File: src/rtl/sent_tx_crc_gen_pkg.sv
// sent_tx_pkg: constants shared by the SENT TX CRC generator.
//   Mode codes, CRC4/CRC6 seeds and polynomials, the FSM state encoding,
//   and small helpers that map a mode code to its data length.
//   Configuration macro: SENT_TX_CRC_ENHANCED_EN (enables mode 101, CRC6).
package sent_tx_pkg;

  localparam logic [2:0] CRC_MODE_FAST   = 3'b001;
  localparam logic [2:0] CRC_MODE_CH16   = 3'b010;
  localparam logic [2:0] CRC_MODE_CH12   = 3'b011;
  localparam logic [2:0] CRC_MODE_SERIAL = 3'b100;
  localparam logic [2:0] CRC_MODE_ENH    = 3'b101;

  localparam logic [3:0] CRC4_SEED = 4'b0101;
  localparam logic [5:0] CRC6_SEED = 6'b010101;

  // x^4 and x^6 terms are implicit; these are the low-order feedback taps.
  localparam logic [3:0] CRC4_POLY = 4'b1101;
  localparam logic [5:0] CRC6_POLY = 6'b011001;

  localparam int CRC_CNT_W = 5;

  typedef enum logic [1:0] {
    ST_IDLE  = 2'd0,
    ST_LOAD  = 2'd1,
    ST_SHIFT = 2'd2,
    ST_DONE  = 2'd3
  } crc_state_e;

  // Number of message bits fed into the division for a mode code.
  function automatic logic [CRC_CNT_W-1:0] crc_data_bits(input logic [2:0] mode);
    logic [CRC_CNT_W-1:0] n;
    case (mode)
      CRC_MODE_FAST:   n = 5'd24;
      CRC_MODE_CH16:   n = 5'd16;
      CRC_MODE_CH12:   n = 5'd12;
      CRC_MODE_SERIAL: n = 5'd12;
      CRC_MODE_ENH:    n = 5'd24;
      default:         n = 5'd0;
    endcase
    return n;
  endfunction

  // Places the selected data slice at the top of the 24-bit shift register.
  function automatic logic [23:0] crc_align_data(input logic [2:0]  mode,
                                                 input logic [23:0] fast,
                                                 input logic [23:0] chan);
    logic [23:0] d;
    case (mode)
      CRC_MODE_FAST:   d = fast;
      CRC_MODE_CH16:   d = {chan[15:0], 8'h00};
      CRC_MODE_CH12:   d = {chan[11:0], 12'h000};
      CRC_MODE_SERIAL: d = {chan[11:0], 12'h000};
      CRC_MODE_ENH:    d = chan;
      default:         d = 24'h000000;
    endcase
    return d;
  endfunction

endpackage

File: src/rtl/sent_tx_crc_gen_if.sv
// sent_tx_crc_gen_if: request/result bundle between the TX frame builder
// and the CRC generator.
//   master : frame builder (drives start, mode, data; receives results)
//   slave  : CRC generator
//   crc_gen_start        one-cycle request
//   enable_crc_gen       mode code
//   data_fast_gen_crc    fast-channel nibbles 1..6, MSB first
//   data_channel_gen_crc serial/channel data, right-aligned
//   crc_gen_busy         high in LOAD and SHIFT
//   crc_gen_done         one-cycle result strobe
//   crc_gen_error        one-cycle strobe with done on an illegal mode
//   crc_value            result, held between runs
//   Configuration macro: SENT_TX_CRC_ENHANCED_EN (no effect on this file).
interface sent_tx_crc_gen_if;

  logic        crc_gen_start;
  logic [2:0]  enable_crc_gen;
  logic [23:0] data_fast_gen_crc;
  logic [23:0] data_channel_gen_crc;
  logic        crc_gen_busy;
  logic        crc_gen_done;
  logic        crc_gen_error;
  logic [5:0]  crc_value;

  modport master (
    output crc_gen_start,
    output enable_crc_gen,
    output data_fast_gen_crc,
    output data_channel_gen_crc,
    input  crc_gen_busy,
    input  crc_gen_done,
    input  crc_gen_error,
    input  crc_value
  );

  modport slave (
    input  crc_gen_start,
    input  enable_crc_gen,
    input  data_fast_gen_crc,
    input  data_channel_gen_crc,
    output crc_gen_busy,
    output crc_gen_done,
    output crc_gen_error,
    output crc_value
  );

endinterface

File: src/rtl/sent_tx_crc_gen_lfsr.sv
// sent_crc_lfsr: remainder register for the seeded SAE J2716 CRC division.
//   clk, rst_n : clock, async active-low reset
//   seed_load  : load the seed for the selected width
//   step       : shift in bit_in and apply polynomial feedback
//   crc6_sel   : 1 = 6-bit CRC, 0 = 4-bit CRC (present only with the macro)
//   bit_in     : next message/augment bit
//   rem        : current remainder, CRC4 zero-extended into [5:4]
//   Configuration macro: SENT_TX_CRC_ENHANCED_EN. When undefined the
//   register is 4 bits wide and rem[5:4] are tied to 0.
module sent_crc_lfsr
  import sent_tx_pkg::*;
(
  input  logic       clk,
  input  logic       rst_n,
  input  logic       seed_load,
  input  logic       step,
`ifdef SENT_TX_CRC_ENHANCED_EN
  input  logic       crc6_sel,
`endif
  input  logic       bit_in,
  output logic [5:0] rem
);

`ifdef SENT_TX_CRC_ENHANCED_EN
  logic [5:0] rem_q, rem_d;

  always_comb begin
    rem_d = rem_q;
    if (seed_load) begin
      rem_d = crc6_sel ? CRC6_SEED : {2'b00, CRC4_SEED};
    end else if (step) begin
      if (crc6_sel) begin
        rem_d = {rem_q[4:0], bit_in} ^ (rem_q[5] ? CRC6_POLY : 6'd0);
      end else begin
        rem_d = {2'b00, ({rem_q[2:0], bit_in} ^ (rem_q[3] ? CRC4_POLY : 4'd0))};
      end
    end
  end

  always_ff @(posedge clk or negedge rst_n) begin
    if (!rst_n) rem_q <= 6'd0;
    else        rem_q <= rem_d;
  end

  assign rem = rem_q;
`else
  logic [3:0] rem_q, rem_d;

  always_comb begin
    rem_d = rem_q;
    if (seed_load) begin
      rem_d = CRC4_SEED;
    end else if (step) begin
      rem_d = {rem_q[2:0], bit_in} ^ (rem_q[3] ? CRC4_POLY : 4'd0);
    end
  end

  always_ff @(posedge clk or negedge rst_n) begin
    if (!rst_n) rem_q <= 4'd0;
    else        rem_q <= rem_d;
  end

  assign rem = {2'b00, rem_q};
`endif

endmodule

File: src/rtl/sent_tx_crc_gen.sv
// sent_tx_crc_gen: bit-serial CRC generator for the SENT transmitter.
//   clk_tx     : TX clock
//   reset_n_tx : async active-low reset
//   crc_if     : slave side of sent_tx_crc_gen_if (start/mode/data in,
//                busy/done/error/crc_value out, all outputs registered)
//   Configuration macro: SENT_TX_CRC_ENHANCED_EN. Defined: mode 101
//   (CRC6 over 24 bits) is legal. Undefined: mode 101 is an illegal mode.
//
//   state    | meaning
//   ---------+-------------------------------------------------------
//   ST_IDLE  | waiting for crc_gen_start; latches mode and data
//   ST_LOAD  | checks mode, seeds remainder, loads bit counter N+W
//   ST_SHIFT | one division step per clock until the counter hits 0
//   ST_DONE  | publishes crc_value (0 on illegal mode), pulses done
module sent_tx_crc_gen
  import sent_tx_pkg::*;
(
  input  logic               clk_tx,
  input  logic               reset_n_tx,
  sent_tx_crc_gen_if.slave   crc_if
);

  crc_state_e           state_q, state_d;
  logic [2:0]           mode_q, mode_d;
  logic [23:0]          sr_q, sr_d;
  logic [CRC_CNT_W-1:0] cnt_q, cnt_d;
  logic                 ill_q, ill_d;
  logic                 busy_q, busy_d;
  logic                 done_q, done_d;
  logic                 error_q, error_d;
  logic [5:0]           crc_q, crc_d;

  logic                 mode_legal;
  logic                 crc6_sel;
  logic [CRC_CNT_W-1:0] n_bits;
  logic [CRC_CNT_W-1:0] w_bits;
  logic                 seed_load;
  logic                 step;
  logic                 bit_in;
  logic [5:0]           rem;

`ifdef SENT_TX_CRC_ENHANCED_EN
  assign crc6_sel   = (mode_q == CRC_MODE_ENH);
  assign mode_legal = (mode_q >= CRC_MODE_FAST) && (mode_q <= CRC_MODE_ENH);
`else
  assign crc6_sel   = 1'b0;
  assign mode_legal = (mode_q >= CRC_MODE_FAST) && (mode_q <= CRC_MODE_SERIAL);
`endif

  assign n_bits = crc_data_bits(mode_q);
  assign w_bits = crc6_sel ? 5'd6 : 5'd4;

  sent_crc_lfsr u_lfsr (
    .clk       (clk_tx),
    .rst_n     (reset_n_tx),
    .seed_load (seed_load),
    .step      (step),
`ifdef SENT_TX_CRC_ENHANCED_EN
    .crc6_sel  (crc6_sel),
`endif
    .bit_in    (bit_in),
    .rem       (rem)
  );

  always_comb begin
    state_d   = state_q;
    mode_d    = mode_q;
    sr_d      = sr_q;
    cnt_d     = cnt_q;
    ill_d     = ill_q;
    crc_d     = crc_q;
    done_d    = 1'b0;
    error_d   = 1'b0;
    seed_load = 1'b0;
    step      = 1'b0;
    bit_in    = 1'b0;

    case (state_q)
      ST_IDLE: begin
        if (crc_if.crc_gen_start) begin
          mode_d  = crc_if.enable_crc_gen;
          sr_d    = crc_align_data(crc_if.enable_crc_gen,
                                   crc_if.data_fast_gen_crc,
                                   crc_if.data_channel_gen_crc);
          state_d = ST_LOAD;
        end
      end

      ST_LOAD: begin
        if (!mode_legal) begin
          ill_d   = 1'b1;
          state_d = ST_DONE;
        end else begin
          ill_d     = 1'b0;
          cnt_d     = n_bits + w_bits;
          seed_load = 1'b1;
          state_d   = ST_SHIFT;
        end
      end

      ST_SHIFT: begin
        step   = 1'b1;
        // Counter above W means message bits remain; the last W steps
        // feed the zero augment.
        bit_in = (cnt_q > w_bits) ? sr_q[23] : 1'b0;
        sr_d   = {sr_q[22:0], 1'b0};
        cnt_d  = cnt_q - 5'd1;
        if (cnt_q == 5'd1) state_d = ST_DONE;
      end

      ST_DONE: begin
        done_d  = 1'b1;
        error_d = ill_q;
        crc_d   = ill_q ? 6'd0 : rem;
        state_d = ST_IDLE;
      end

      default: state_d = ST_IDLE;
    endcase

    busy_d = (state_d == ST_LOAD) || (state_d == ST_SHIFT);
  end

  always_ff @(posedge clk_tx or negedge reset_n_tx) begin
    if (!reset_n_tx) begin
      state_q <= ST_IDLE;
      mode_q  <= 3'd0;
      sr_q    <= 24'd0;
      cnt_q   <= '0;
      ill_q   <= 1'b0;
      busy_q  <= 1'b0;
      done_q  <= 1'b0;
      error_q <= 1'b0;
      crc_q   <= 6'd0;
    end else begin
      state_q <= state_d;
      mode_q  <= mode_d;
      sr_q    <= sr_d;
      cnt_q   <= cnt_d;
      ill_q   <= ill_d;
      busy_q  <= busy_d;
      done_q  <= done_d;
      error_q <= error_d;
      crc_q   <= crc_d;
    end
  end

  assign crc_if.crc_gen_busy  = busy_q;
  assign crc_if.crc_gen_done  = done_q;
  assign crc_if.crc_gen_error = error_q;
  assign crc_if.crc_value     = crc_q;

endmodule

File: src/flat_wrapper.sv
// flat-port wrapper written by rule: the top's interface ports become plain ports
module sent_tx_crc_gen_flat import sent_tx_pkg::*;
  (clk_tx, reset_n_tx, crc_if_crc_gen_start, crc_if_enable_crc_gen, crc_if_data_fast_gen_crc, crc_if_data_channel_gen_crc, crc_if_crc_gen_busy, crc_if_crc_gen_done, crc_if_crc_gen_error, crc_if_crc_value);
  sent_tx_crc_gen_if crc_if_i ();
  input  logic clk_tx;
  input  logic reset_n_tx;
  input wire logic [$bits(crc_if_i.crc_gen_start)-1:0] crc_if_crc_gen_start;
  input wire logic [$bits(crc_if_i.enable_crc_gen)-1:0] crc_if_enable_crc_gen;
  input wire logic [$bits(crc_if_i.data_fast_gen_crc)-1:0] crc_if_data_fast_gen_crc;
  input wire logic [$bits(crc_if_i.data_channel_gen_crc)-1:0] crc_if_data_channel_gen_crc;
  output wire logic [$bits(crc_if_i.crc_gen_busy)-1:0] crc_if_crc_gen_busy;
  output wire logic [$bits(crc_if_i.crc_gen_done)-1:0] crc_if_crc_gen_done;
  output wire logic [$bits(crc_if_i.crc_gen_error)-1:0] crc_if_crc_gen_error;
  output wire logic [$bits(crc_if_i.crc_value)-1:0] crc_if_crc_value;
  assign crc_if_i.crc_gen_start = crc_if_crc_gen_start;
  assign crc_if_i.enable_crc_gen = crc_if_enable_crc_gen;
  assign crc_if_i.data_fast_gen_crc = crc_if_data_fast_gen_crc;
  assign crc_if_i.data_channel_gen_crc = crc_if_data_channel_gen_crc;
  assign crc_if_crc_gen_busy = crc_if_i.crc_gen_busy;
  assign crc_if_crc_gen_done = crc_if_i.crc_gen_done;
  assign crc_if_crc_gen_error = crc_if_i.crc_gen_error;
  assign crc_if_crc_value = crc_if_i.crc_value;
  sent_tx_crc_gen u_core (.clk_tx(clk_tx), .reset_n_tx(reset_n_tx), .crc_if(crc_if_i));
endmodule
File: config.mk
export PLATFORM = sky130hd
export DESIGN_NAME = sent_tx_crc_gen_flat
export DESIGN_NICKNAME = d
export VERILOG_FILES = /design/src/rtl/sent_tx_crc_gen_pkg.sv /design/src/rtl/sent_tx_crc_gen_if.sv /design/src/rtl/sent_tx_crc_gen_lfsr.sv /design/src/rtl/sent_tx_crc_gen.sv /design/src/flat_wrapper.sv
export SDC_FILE = /design/constraint.sdc
export NUM_CORES = 1
export LEC_CHECK = 0
export ABC_AREA = 0
export CORE_ASPECT_RATIO = 0.6
export CORE_MARGIN = 1.5
export CORE_UTILIZATION = 38
export DETAILED_ROUTE_END_ITERATION = 8
export DONT_BUFFER_PORTS = 1
export PLACE_DENSITY_LB_ADDON = 0.15
export SLEW_MARGIN = 20
export SYNTH_ARGS = -nofsm -noshare
export SYNTH_HDL_FRONTEND = slang
export SYNTH_SLANG_ARGS = --single-unit
File: constraint.sdc
create_clock -name clk_tx -period 1.85 [get_ports clk_tx]
set_input_delay 0.555 -clock clk_tx [delete_from_list [all_inputs] [get_ports clk_tx]]
set_output_delay 0.555 -clock clk_tx [all_outputs]
set_load 0.005 [all_outputs]
==> results.sh, run 1 <==
export IMPL_status="finished, final reports clean"
export IMPL_grt_pass1_wl_um=12300
export IMPL_cts_root_buf="clkbuf_16"
export IMPL_ios=63
export IMPL_path_clk_slew_ns=0.07
export IMPL_p_clk_share_pct=16.7
export IMPL_seqCellArea_sq_um=1150
export IMPL_drt_iter0_drc=199
export IMPL_fillCellCount=718
export IMPL_wl_per_cell_um=19.9
export IMPL_met3_usage_pct=4.37
export IMPL_skew_ns=0.00586
export IMPL_hold_violations=0
export IMPL_synthTopCellsByCount="dfrtp_1, nor2_1, a211oi_1"
export IMPL_critPathSlowestCell="dfrtp_1"
export IMPL_antenna_found_initial=0
export IMPL_antenna_left=0
export IMPL_yosysTopAreaCellShare_pct=41.1
export IMPL_min_period_ns=1.73
export IMPL_final_cells=384
export IMPL_drtPass1Iterations=5
export IMPL_die_area_sq_um=7920
export IMPL_cts_sinks=46
export IMPL_die_h_um=69.5
export IMPL_syn_area_per_cell_sq_um=9.57
export IMPL_netlist_area_sq_um=2800
export IMPL_fin_crit_sh_pct=93.6
export IMPL_yosysSeqAreaShare_pct=41.1
export IMPL_finalNetCount=353
export IMPL_powerDensity_nw_per_um2=1790
export IMPL_combPwrFrac_pct=49.2
export IMPL_cts_tree="yes"
export IMPL_drt_wl_total_um=7660
export IMPL_dp_cells=374
export IMPL_synth_top_area_cell="dfrtp_1"
export IMPL_drv_slew=0
export IMPL_rrSetupSlack_ns=0.12
export IMPL_end_kind="flop"
export IMPL_p_int_mw=3.24
export IMPL_leakage_nw=1.25
export IMPL_async_flop_share_pct=100
export IMPL_drc_errors=0
export IMPL_multi_input_area_sq_um=1500
export IMPL_r2r_start="u_core.state_q[0]"
export IMPL_synth_cell_type_count=44
export IMPL_synth_edf_count=0
export IMPL_switching_share_pct=42.0
export IMPL_tns_ns=0
export IMPL_grt_use_total_pct=20.4
export IMPL_cp_max_fo=5
export IMPL_p_seq_share_pct=34.1
export IMPL_arrival_ns=1.93
export IMPL_syn_to_final_growth_pct=11.5
export IMPL_clockBufferDepth=2
export IMPL_routed_via_density=6.04
export IMPL_p_sw_mw=2.34
export IMPL_ys_warn_count=0
export IMPL_grt_pass1_vias=2119
export IMPL_top_usage_layer="met1"
export IMPL_cpPeakStageDelay_ns=0.40
export IMPL_synth_ff_type="dfrtp_1"
export IMPL_grtUsageMet1_pct=35.1
export IMPL_max_freq_mhz=578
export IMPL_clock_latency_ns=0.29
export IMPL_place_hpwl_um=5510
export IMPL_post_cts_setup_buffer_count=0
export IMPL_grt_overflow_total=0
export IMPL_grt_max_degree=47
export IMPL_cap_violations=0
export IMPL_crit_type="flop to flop"
export IMPL_required_ns=2.05
export IMPL_insertedDiodeCount=0
export IMPL_die_w_um=114
export IMPL_cts_htree_levels=2
export IMPL_setup_violations=0
export IMPL_numCtsBuffers=5
export IMPL_start_kind="flop"
export IMPL_start_util_pct=38.9
export IMPL_syn_inst=293
export IMPL_rsz0062_at_grt="false"
export IMPL_r2r_cells=7
export IMPL_coreArea_sq_um=7210
export IMPL_hold_slack_ns=0.0974
export IMPL_yosysMostFrequentCell="dfrtp_1"
export IMPL_ir_drop_mv=0.585
export IMPL_synth_area_top_cells="dfrtp_1, a221oi_1, a211oi_1"
export IMPL_drive_gt1_share_pct=16.0
export IMPL_place_congestion=0.789
export IMPL_cp_cell_sequence="inv_1 > ha_2 > buf_4 > o21ai_2 > clkdlybuf4s15_2 > nor2_1 > a211oi_1"
export IMPL_power_mw=5.58
export IMPL_gr_usage_met2_pct=24.4
export IMPL_numPortBuffers=0
export IMPL_timing_rr_end="u_core.sr_q[18]"
export IMPL_placementRows=24
export IMPL_hp_class="primary input to asynchronous set/reset pin"
export IMPL_ys_ff_latch=46
export IMPL_dr_total_vias=2321
## power by group through the flow
stage	combinational, mW	sequential, mW	clock [mW]
global placement	2.57	1.91	0
detailed placement	2.61	1.91	0
global route	3.09	1.98	1.00
CTS	2.65	1.89	0.962
floorplan	1.98	1.80	0
finish	2.74	1.90	0.932
## layout make-up
class	count	share of cell area [%]
multi-input combinational	212	48.1
clock inverter	3	0.801
sequential	46	36.8
timing repair buffer	17	5.37
clock buffer	5	4.00
tap	91	3.64
inverter	10	1.20
## worst max path at each step
| stage | end | from | slack, ns |
|---|---|---|---|
| final | u_core.sr_q[18] | u_core.state_q[0] | 0.12 |
| after global routing | u_core.sr_q[20] | u_core.state_q[0] | 0.006 |
| after CTS | u_core.sr_q[14] | u_core.state_q[0] | 0.11 |
| after detailed placement | u_core.sr_q[2] | u_core.state_q[0] | 0.14 |
| after global placement | u_core.sr_q[14] | u_core.state_q[0] | 0.17 |
| after floorplan | u_core.sr_q[20] | u_core.state_q[0] | 0.21 |
## layer usage
| metal | up-vias | routed length (um) | part of all wire, % |
|---|---|---|---|
| met5 | - | 0 | 0 |
| met4 | 0 | 79 | 1.0 |
| met3 | 10 | 561 | 7.3 |
| met2 | 71 | 2930 | 38 |
| met1 | 1137 | 4090 | 53 |
| li1 | 1103 | - | - |
## worst max-delay path: cells and delay by family (launching register included)
family / cells / cell delay [ns]
adders and majority gates: 1 / 0.23
buffers and inverters: 3 / 0.58
DFF: 1 / 0.40
and+or+nand+nor: 1 / 0.06
AOI/OAI and AO/OA: 2 / 0.37
## cell families (layout without fill, tap and decap cells)
kind of cell    Yosys count  count (layout)  share of synthesized area (%)
mux                      13              13                           5.09
other cells               1               2                          0.134
xor+xnor                  4               4                           1.25
flops                    46              46                           41.1
fa+ha+maj                 7               7                           3.12
buf+inv                  36              35                           6.79
compound gates          111             111                           30.1
simple gates             75              75                           12.4
## state kept, by name, indices dropped and copies added, names as in the netlist
| register | flops |
|---|---|
| u_core.cnt_q | 5 |
| u_core.crc_if.crc_gen_busy | 1 |
| u_core.crc_if.crc_gen_done | 1 |
| u_core.crc_if.crc_gen_error | 1 |
| u_core.crc_if.crc_value | 4 |
| u_core.ill_q | 1 |
| u_core.mode_q | 3 |
| u_core.sr_q | 24 |
| u_core.state_q | 2 |
| u_core.u_lfsr.rem_q | 4 |
## repair_timing
item,in CTS,in global routing
setup endpoints to repair,0,13
gates resized for setup,0,6
hold endpoints to repair,46,0
hold buffers,1,0
## metrics by stage
step	utilization (%)	worst slack [ns]	instance area [sq um]
final	43.4	0.119	3120
after global routing	43.4	0.00588	3120
after CTS	42.8	0.111	3090
after detailed placement	40.3	0.144	2910
after global placement	40.3	0.166	2910
after floorplan	-	0.209	2810
## placed cells by master, fill, tap and decap left out, types with 4 or more instances in the layout
cell       Yosys  layout
ha_1           7       5
dfrtp_1       46      46
nor2_1        39      38
nand2_1       13      13
a221oi_1      19      19
nand3b_1       4       4
clkbuf_16      0       5
xor2_1         4       4
a21oi_1        8       8
o21ai_0       14      13
a2bb2oi_1     16      16
buf_4          6      13
mux2_2        10      10
nor2b_1        5       5
a211oi_1      22      21
a22oi_1       16      16
nor3_1         4       4
inv_1         10      10
No activity file was read; power rests on OpenSTA's default activity.
==> run 2: changes to the inputs <==
Settings changed: SKIP_LAST_GASP from default to 1, SLEW_MARGIN 20 to default.
==> results of run 2 <==
No change in the layout: final DEF, timing and power equal those of run 1.
